## config.mk

```make
export PLATFORM = sky130hd
export DESIGN_NAME = toy_bpu_btb_upd_buffer
export DESIGN_NICKNAME = d
export VERILOG_FILES = /design/src/rtl/toy_bpu_btb_upd_buffer_pkg.sv /design/src/rtl/toy_bpu_btb_upd_buffer.sv
export SDC_FILE = /design/constraint.sdc
export NUM_CORES = 1
export LEC_CHECK = 0
export CELL_PAD_IN_SITES_DETAIL_PLACEMENT = 0
export CELL_PAD_IN_SITES_GLOBAL_PLACEMENT = 1
export CORE_MARGIN = 4
export CORE_UTILIZATION = 40
export CTS_BUF_LIST = sky130_fd_sc_hd__clkbuf_8
export CTS_CLUSTER_SIZE = 16
export DETAILED_ROUTE_END_ITERATION = 16
export HOLD_SLACK_MARGIN = 0.15
export PLACE_DENSITY_LB_ADDON = 0.1
export SLEW_MARGIN = 20
export SYNTH_ARGS = -nofsm -noshare
export SYNTH_HDL_FRONTEND = slang
export SYNTH_SLANG_ARGS = --single-unit
```

## constraint.sdc

```tcl
create_clock -name clk -period 2.42 [get_ports clk]
set_input_delay 0.242 -clock clk [delete_from_list [all_inputs] [get_ports clk]]
set_output_delay 0.242 -clock clk [all_outputs]
set_load 0.01 [all_outputs]
```

## src/rtl/toy_bpu_btb_upd_buffer_pkg.sv

```systemverilog
// Shared BP DEC / BTB types and sizing for the BTB training-update buffer.
package toy_bpu_btb_upd_buffer_pkg;

    localparam int ENTRY_BUFFER_NUM       = 4;
    localparam int ENTRY_BUFFER_PTR_WIDTH = $clog2(ENTRY_BUFFER_NUM);
    localparam int BTB_UPD_STARVE_MAX     = 8;

    localparam int BTB_INDEX_W = 6;
    localparam int BTB_TAG_W   = 10;
    localparam int BTB_WAY_W   = 2;
    localparam int BTB_ENTRY_W = 32;

    // One BTB training update as produced by BP DEC.
    typedef struct packed {
        logic [BTB_INDEX_W-1:0] index;
        logic [BTB_TAG_W-1:0]   tag;
        logic [BTB_WAY_W-1:0]   way_hit;
        logic [BTB_ENTRY_W-1:0] entry;
        logic                   real_taken;
    } btb_entry_buffer_pkg;

endpackage

```

## src/rtl/toy_bpu_btb_upd_buffer.sv

```systemverilog
// Circular write-back buffer of BTB training updates. Drains oldest-first
// into idle BTB SRAM slots and exposes every slot for the BTB bypass path.
module toy_bpu_btb_upd_buffer
    import toy_bpu_btb_upd_buffer_pkg::*;
#(
    parameter int ENTRY_NUM  = ENTRY_BUFFER_NUM,
    parameter int PTR_WIDTH  = $clog2(ENTRY_NUM),
    parameter int STARVE_MAX = BTB_UPD_STARVE_MAX
) (
    input  logic                                 clk,
    input  logic                                 rst_n,
    input  logic                                 alloc_vld,
    input  btb_entry_buffer_pkg                  alloc_pld,
    input  logic                                 clear,
    output btb_entry_buffer_pkg [ENTRY_NUM-1:0]  entry_buffer_pld,
    output logic [PTR_WIDTH:0]                   entry_buffer_ptr,
    output logic [ENTRY_NUM-1:0]                 entry_buffer_ena,
    input  logic                                 btb_update_free,
    output logic                                 btb_update_req,
    output btb_entry_buffer_pkg                  btb_update_pld,
    output logic                                 pcgen_hold,
    output logic [PTR_WIDTH:0]                   count
);

    localparam int SW = $clog2(STARVE_MAX) + 1;

    btb_entry_buffer_pkg [ENTRY_NUM-1:0] slot;
    logic [ENTRY_NUM-1:0]                ena;
    logic [ENTRY_NUM-1:0]                ena_nxt;
    logic [PTR_WIDTH:0]                  wptr;
    logic [PTR_WIDTH:0]                  rptr;
    logic [SW-1:0]                       starve;
    logic                                hold;

    logic                                empty;
    logic                                full;
    logic                                push;
    logic                                pop;
    logic                                drop;
    logic [PTR_WIDTH-1:0]                wr_idx;
    logic [PTR_WIDTH-1:0]                rd_idx;

    assign wr_idx = wptr[PTR_WIDTH-1:0];
    assign rd_idx = rptr[PTR_WIDTH-1:0];
    assign empty  = (wptr == rptr);
    assign full   = (wptr[PTR_WIDTH] != rptr[PTR_WIDTH]) && (wr_idx == rd_idx);

    // Head is offered purely from registered state, so an entry pushed this
    // cycle can never be written to the BTB in the same cycle.
    assign btb_update_req = ~empty;
    assign pop            = btb_update_req & btb_update_free;
    assign push           = alloc_vld & ~clear;
    // Buffer full with nothing draining: oldest entry is sacrificed.
    assign drop           = full & push & ~pop;

    // Slot valid next-state: retire head first, then mark the new tail, so a
    // full-buffer push into the just-retired slot leaves it valid.
    always_comb begin
        ena_nxt = ena;
        if (pop || drop) ena_nxt[rd_idx] = 1'b0;
        if (push)        ena_nxt[wr_idx] = 1'b1;
    end

    // Pointers and valid bits; clear re-bases rptr onto wptr so wptr stays
    // exact for the bypass ordering.
    always_ff @(posedge clk or negedge rst_n) begin
        if (!rst_n) begin
            wptr <= '0;
            rptr <= '0;
            ena  <= '0;
        end else if (clear) begin
            rptr <= wptr;
            ena  <= '0;
        end else begin
            ena <= ena_nxt;
            if (push)        wptr <= wptr + 1'b1;
            if (pop || drop) rptr <= rptr + 1'b1;
        end
    end

    // Payload storage; invalid slots keep their stale contents.
    always_ff @(posedge clk or negedge rst_n) begin
        if (!rst_n) begin
            slot <= '0;
        end else if (push) begin
            slot[wr_idx] <= alloc_pld;
        end
    end

    // Starvation tracking: after STARVE_MAX stalled cycles, steal one pcgen
    // slot so the head is guaranteed an idle SRAM cycle.
    always_ff @(posedge clk or negedge rst_n) begin
        if (!rst_n) begin
            starve <= '0;
            hold   <= 1'b0;
        end else if (pop || clear || empty) begin
            starve <= '0;
            hold   <= 1'b0;
        end else if (starve == SW'(STARVE_MAX - 1)) begin
            starve <= '0;
            hold   <= 1'b1;
        end else begin
            if (starve != SW'(STARVE_MAX)) starve <= starve + 1'b1;
            hold <= 1'b0;
        end
    end

    assign entry_buffer_pld = slot;
    assign entry_buffer_ptr = wptr;
    assign entry_buffer_ena = ena;
    assign btb_update_pld   = slot[rd_idx];
    assign pcgen_hold       = hold;
    assign count            = wptr - rptr;

endmodule

```

Word level (Yosys, flattened, before mapping)
Index checks and enable logic that the tools add are counted.
{"block": "totals", "ff_bits": 219, "in_bits": 56, "out_inout_bits": 267, "elab_cells": 76}
{"block": "classes", "add_sub_neg": 4, "magnitude_cmp": 4, "n_eq_ne": 5, "n_mux": 19, "bitwise": 10, "reduce_logical": 9}
{"cell": "204-bit bitwise mux", "n": 1}
{"cell": "51-bit binary-select mux with 2-bit select", "n": 1}
{"cell": "51-bit demux with 2-bit select", "n": 1}
{"cell": "51-bit 2-to-1 mux", "n": 2}
{"cell": "4-bit 2-to-1 mux", "n": 6}
{"cell": "3-bit by 1-bit adder with 3-bit output, second input constant", "n": 2}
{"cell": "2-bit by 3-bit < comparator with 1-bit output, second input constant", "n": 2}
{"cell": "3-bit 2-to-1 mux", "n": 2}
{"cell": "4-bit by 1-bit adder with 4-bit output, second input constant", "n": 1}
{"cell": "1-bit AND", "n": 4}
{"cell": "4-bit AND", "n": 1}
{"cell": "1-bit demux with 2-bit select", "n": 2}
{"cell": "4-bit by 3-bit equality test with 1-bit output, second input constant", "n": 1}
{"cell": "2-bit by 1-bit greater-or-equal comparator with 1-bit output, second input constant", "n": 2}
{"cell": "1-bit 2-to-1 mux", "n": 4}
{"cell": "4-bit inequality test, second input constant", "n": 1}
{"cell": "4-bit NOT", "n": 1}
{"cell": "4-bit bitwise OR", "n": 1}
{"cell": "3-bit equality test", "n": 1}
{"cell": "1-bit logical AND", "n": 3}
{"cell": "1-bit logical OR", "n": 3}
{"cell": "1-bit NOT", "n": 3}
{"cell": "3-bit nonzero test", "n": 1}
{"cell": "3-bit subtractor", "n": 1}
{"cell": "other kinds (4)", "n": 4}

Longest topological paths before layout
{"block": "logic_depth", "word_depth": 10, "ltp_mapped": 8}

Worst setup path after synthesis
No wires, ideal clock.
{"block": "synth_path", "kind": "register to register", "start": "register rptr[1]", "end": "register ena[0] (netlist: entry_buffer_ena[0])", "setup_time_ps": 122, "arrival_time_ps": 2029, "required_time_ps": 2298, "slack_ps": 269, "stages_incl_launch_ff": 9, "synth_period_minus_slack_ps": 2151, "cell_sequence": "dfrtp_1 buf_2 buf_1 inv_1 ha_1 and4b_2 o22a_2 nand2_1 a32o_1"}
{"block": "synth_via", "elab_chain_cells": 10, "word_cells_on_any_way": 20, "classes_between": "order compare (2); eq/ne (2); mux (5); bitwise (8); reduce/logical (3)"}
{"element": "start, declared", "line_no": "toy_bpu_btb_upd_buffer.sv:31", "text": "logic [PTR_WIDTH:0] rptr;"}
{"element": "start signal, assigned", "line_no": "toy_bpu_btb_upd_buffer.sv:72", "text": "rptr <= wptr;"}
{"element": "start signal, assigned", "line_no": "toy_bpu_btb_upd_buffer.sv:77", "text": "if (pop || drop) rptr <= rptr + 1'b1;"}
{"element": "2-bit by 3-bit < comparator with 1-bit output (implied by the code), or another cell as far along", "line_no": "toy_bpu_btb_upd_buffer.sv:60", "text": "if (pop || drop) ena_nxt[rd_idx] = 1'b0;"}
{"element": "1-bit logical AND (implied by the code) / 1-bit NOT (equally long branches)", "line_no": "toy_bpu_btb_upd_buffer.sv:60, toy_bpu_btb_upd_buffer.sv:50"}
{"element": "1-bit 2-to-1 mux (implied by the code) / 1-bit AND (equally long branches)", "line_no": "toy_bpu_btb_upd_buffer.sv:60, toy_bpu_btb_upd_buffer.sv:51"}
{"element": "1-bit demux with 2-bit select / 1-bit NOT (equally long branches)", "line_no": "toy_bpu_btb_upd_buffer.sv:60, toy_bpu_btb_upd_buffer.sv:54"}
{"element": "4-bit NOT (no line) / 1-bit AND (equally long branches)"}
{"element": "4-bit AND (no line) / 1-bit logical OR (equally long branches)"}
{"element": "4-bit 2-to-1 mux *", "line_no": "toy_bpu_btb_upd_buffer.sv:60"}
{"element": "4-bit bitwise OR (no line)"}
{"element": "4-bit 2-to-1 mux *", "line_no": "toy_bpu_btb_upd_buffer.sv:61", "text": "if (push) ena_nxt[wr_idx] = 1'b1;"}
{"element": "4-bit 2-to-1 mux *", "line_no": "toy_bpu_btb_upd_buffer.sv:71", "text": "end else if (clear) begin"}
{"element": "end signal, assigned", "line_no": "toy_bpu_btb_upd_buffer.sv:75", "text": "ena <= ena_nxt;"}
{"element": "end, declared", "line_no": "toy_bpu_btb_upd_buffer.sv:28", "text": "logic [ENTRY_NUM-1:0] ena;"}
Every way passes the cells marked *; elsewhere a longest branch is shown, timed or not.
A chain may end at the register's enable or synchronous reset.

Worst setup path after layout
{"block": "layout_path", "start": "register rptr[0]", "end": "output btb_update_req"}
{"block": "layout_via", "elab_chain_cells": 2}
{"element": "3-bit equality test", "line_no": "toy_bpu_btb_upd_buffer.sv:45", "text": "assign empty = (wptr == rptr);"}
{"element": "1-bit NOT", "line_no": "toy_bpu_btb_upd_buffer.sv:50", "text": "assign btb_update_req = ~empty;"}
{"element": "end, declared", "line_no": "toy_bpu_btb_upd_buffer.sv:19", "text": "output logic btb_update_req,"}
Every way passes these cells.

==> flow_metrics.py <==
metrics = {
    "layout": {
        "syn_to_final_growth_pct": 41.2,
        "mostFrequentLayoutCell": "clkdlybuf4s50_1",
        "drive_gt1_share_pct": 37.7,
        "final_nets": 1011,
        "antenna_cells": 0,
        "most-common-layout-cells": "clkdlybuf4s50_1 (268), dfrtp_1 (217), mux2_4 (150), mux2_2 (54)",
        "final_cells": 1296,
    },
    "routing": {
        "drt-vias-per-instance": 5.12,
        "via_count": 6630,
        "drc_errors": 0,
        "wl_um": 29000,
        "ant_nets": 0,
        "drt_iter0_drc": 376,
        "dr.pass1.iters": 4,
        "wl_per_cell_um": 22.4,
    },
    "timing": {
        "worstMarginPinSlew_ps": 596,
        "drv_slew": 0,
        "finalCritPeriodShare_pct": 96.7,
        "setup-violations-final": 0,
        "hold_viol": 0,
        "period_needed_ps": 2340,
        "postLayoutSetupSlackWorst_ps": 79.0,
        "max_freq_mhz": 427,
        "slew_headroom_pct": 60.2,
        "fin_skew_ps": 14.0,
    },
    "power": {
        "power_density_nw_per_um2": 1540,
        "leakage_nw": 6.89,
        "vdd_drop_max_uv": 707,
        "p_total_mw": 22.8,
    },
    "worst_setup_path": {
        "rrSetupSlack_ps": 590,
        "ff2ff_path_depth": 5,
        "crit_chain": "ha_1 -> nand3_1 -> clkdlybuf4s50_1",
        "crit_fanout": 5,
        "reg2reg_to": "rptr[0]",
        "crit_required_ps": 2180,
        "path_class": "register to output port",
        "reg2reg_from": "rptr[0]",
        "start_kind": "register",
        "slowest_stage": "clkdlybuf4s50_1",
        "end_kind": "output port",
        "worstPathArrival_ps": 2100,
        "cp_slowest_stage_delay_ps": 560,
    },
    "clock_tree": {
        "cts_buffers": 38,
        "root_buffer": "clkbuf_8",
        "cts_tree": "done",
        "cts_num_sinks": 219,
        "clkTransAtPathRegs_ps": 60,
        "cts-htree-levels": 2,
        "cts_buffer_depth": 3,
        "worstSkewPairLatency_ps": 510,
    },
    "synthesis": {
        "postSynthAreaPerCell_um2": 18.0,
        "postSynthCellCount": 581,
        "ys_ff_latch": 219,
        "synth_top_area_share_pct": 52.3,
        "synth-seq-area-share_pct": 52.3,
        "synthTopCellsByArea": "dfrtp_1 (52%), mux2_4 (21%), mux4_2 (11%)",
        "synth_area_um2": 10500,
        "syn-num-nets": 650,
        "yosys_warnings": 0,
        "synth.distinct_cells": 31,
        "synth_area_leader_cell": "dfrtp_1",
    },
    "run": {
        "maxCapViolations": 0,
    },
    "global_routing": {
        "first_global_vias": 7406,
        "track_usage_pct": 19.8,
        "grt_max_degree": 70,
        "antenna_found_initial": 0,
        "grt-ovfl-total": 0,
        "grt_pass1_wl_um": 44800,
    },
    "floorplan": {
        "rows": 58,
        "pin_count": 323,
        "die_y_um": 170,
        "coreArea_um2": 25500,
        "die_width_um": 170,
        "start_util_pct": 41.2,
        "dieArea_um2": 28900,
    },
    "place": {
        "portBuffers": 322,
        "placed_cells": 1225,
        "gp_congestion": 0.801,
        "dp_worst_setup_slack_ps": 258,
        "dp_hpwl_um": 20300,
    },
    "hold_path": {
        "hold_path_class": "input port to asynchronous set/reset pin",
    },
    "run_status": {
        "status": "finished clean",
    },
}
## flip-flops by register name, indices dropped and copies added (netlist names)
name,flops
entry_buffer_ptr,3
pcgen_hold,1
starve,4
rptr,3
entry_buffer_pld,204
entry_buffer_ena,4
## critical path, delay by kind of cell (launching register included)
kind | cells | cell delay, ps
DFF | 1 | 540
adders and majority gates | 1 | 350
buffers and inverters | 1 | 560
and+or+nand+nor | 1 | 140
## where the power goes
group          total, mW  leakage [nW]  internal, mW  switching [mW]
clock               3.29         0.430          1.83            1.46
combinational       12.3          3.81          7.80            4.55
sequential          7.20          2.65          5.48            1.71
total               22.8          6.89          15.1            7.72
## final cells by class
cell class / instances / area, µm²
clock buffer: 50 / 688
clock inverter: 14 / 56.3
fill: 2026 / 10700
inverter: 10 / 37.5
multi-input combinational: 319 / 4560
sequential: 219 / 5490
tap: 330 / 413
timing repair buffer: 354 / 3570
## cell families (layout without fill, tap and decap cells)
kind of cell	after synthesis	in the layout	share of synthesized area (%)
multiplexers	258	258	38.5
flip-flops	219	219	52.3
buffers and inverters	43	428	4.26
AND/OR/NAND/NOR	27	27	1.75
AO/OA/AOI/OAI	14	14	0.979
adder cells (fa/ha/maj)	13	13	1.62
XOR/XNOR	7	7	0.585
## Yosys cell counts
| cell | instances |
|---|---|
| dfrtp_1 | 219 |
| mux2_4 | 150 |
| mux2_2 | 54 |
| mux4_2 | 51 |
| buf_12 | 16 |
| ha_1 | 12 |
| inv_1 | 10 |
| nand2_1 | 10 |
| buf_2 | 8 |
| xnor2_1 | 5 |
| a32o_1 | 4 |
| buf_4 | 4 |
| clkbuf_1 | 4 |
| nor2_1 | 4 |
| o21ai_0 | 4 |
| a21oi_1 | 3 |
| mux2i_1 | 3 |
| nand2_8 | 3 |
| nand3_1 | 2 |
| nor3_1 | 2 |
| o221ai_1 | 2 |
| xor2_1 | 2 |
| and4b_2 | 1 |
| buf_1 | 1 |
| fa_1 | 1 |
| nand2_2 | 1 |
| nand2b_1 | 1 |
| nand3b_1 | 1 |
| nor2b_4 | 1 |
| o22a_2 | 1 |
| or2_2 | 1 |
## stage by stage
stage	cell area [µm²]	utilization [%]	setup TNS, ps	hold slack, ps
2_1_floorplan	10500	-	0	-53.6
3_3_place_gp	14100	55.2	0	289
3_5_place_dp	14100	55.2	0	300
4_1_cts	14800	58.2	0	308
5_1_grt	14800	58.1	-1.67	342
6_report	14800	58.1	0	312
## worst max path at each step
stage | startpoint | end | slack, ps | depth (start not counted)
finish | rptr[0] | btb_update_req | 80 | 3
global route | rptr[0] | btb_update_req | -2 | 3
CTS | rptr[0] | count[2] | 10 | 4
detailed placement | entry_buffer_ptr[0] | count[2] | 260 | 5
global placement | entry_buffer_ptr[0] | count[2] | 290 | 5
floorplan | rptr[1] | entry_buffer_ena[0] | 270 | 8
## repair_timing
| item | 4_1_cts | 5_1_grt |
|---|---|---|
| hold endpoints to repair | 64 | 0 |
| cloned | 2 | 0 |
| endpoints found under the setup margin | 54 | 16 |
| gates resized for setup | 97 | 1 |
| setup buffers | 4 | 1 |
| hold buffers | 1 | 0 |
## routing by layer
metal	up-vias	global-route usage (%)	routed length, µm
met2	261	31.8	13700
met4	0	6.46	768
met1	3445	26.8	12600
met3	52	4.51	1940
met5	-	0	0
li1	2872	-	-
Note: power is estimated with default switching activity, not from simulation.
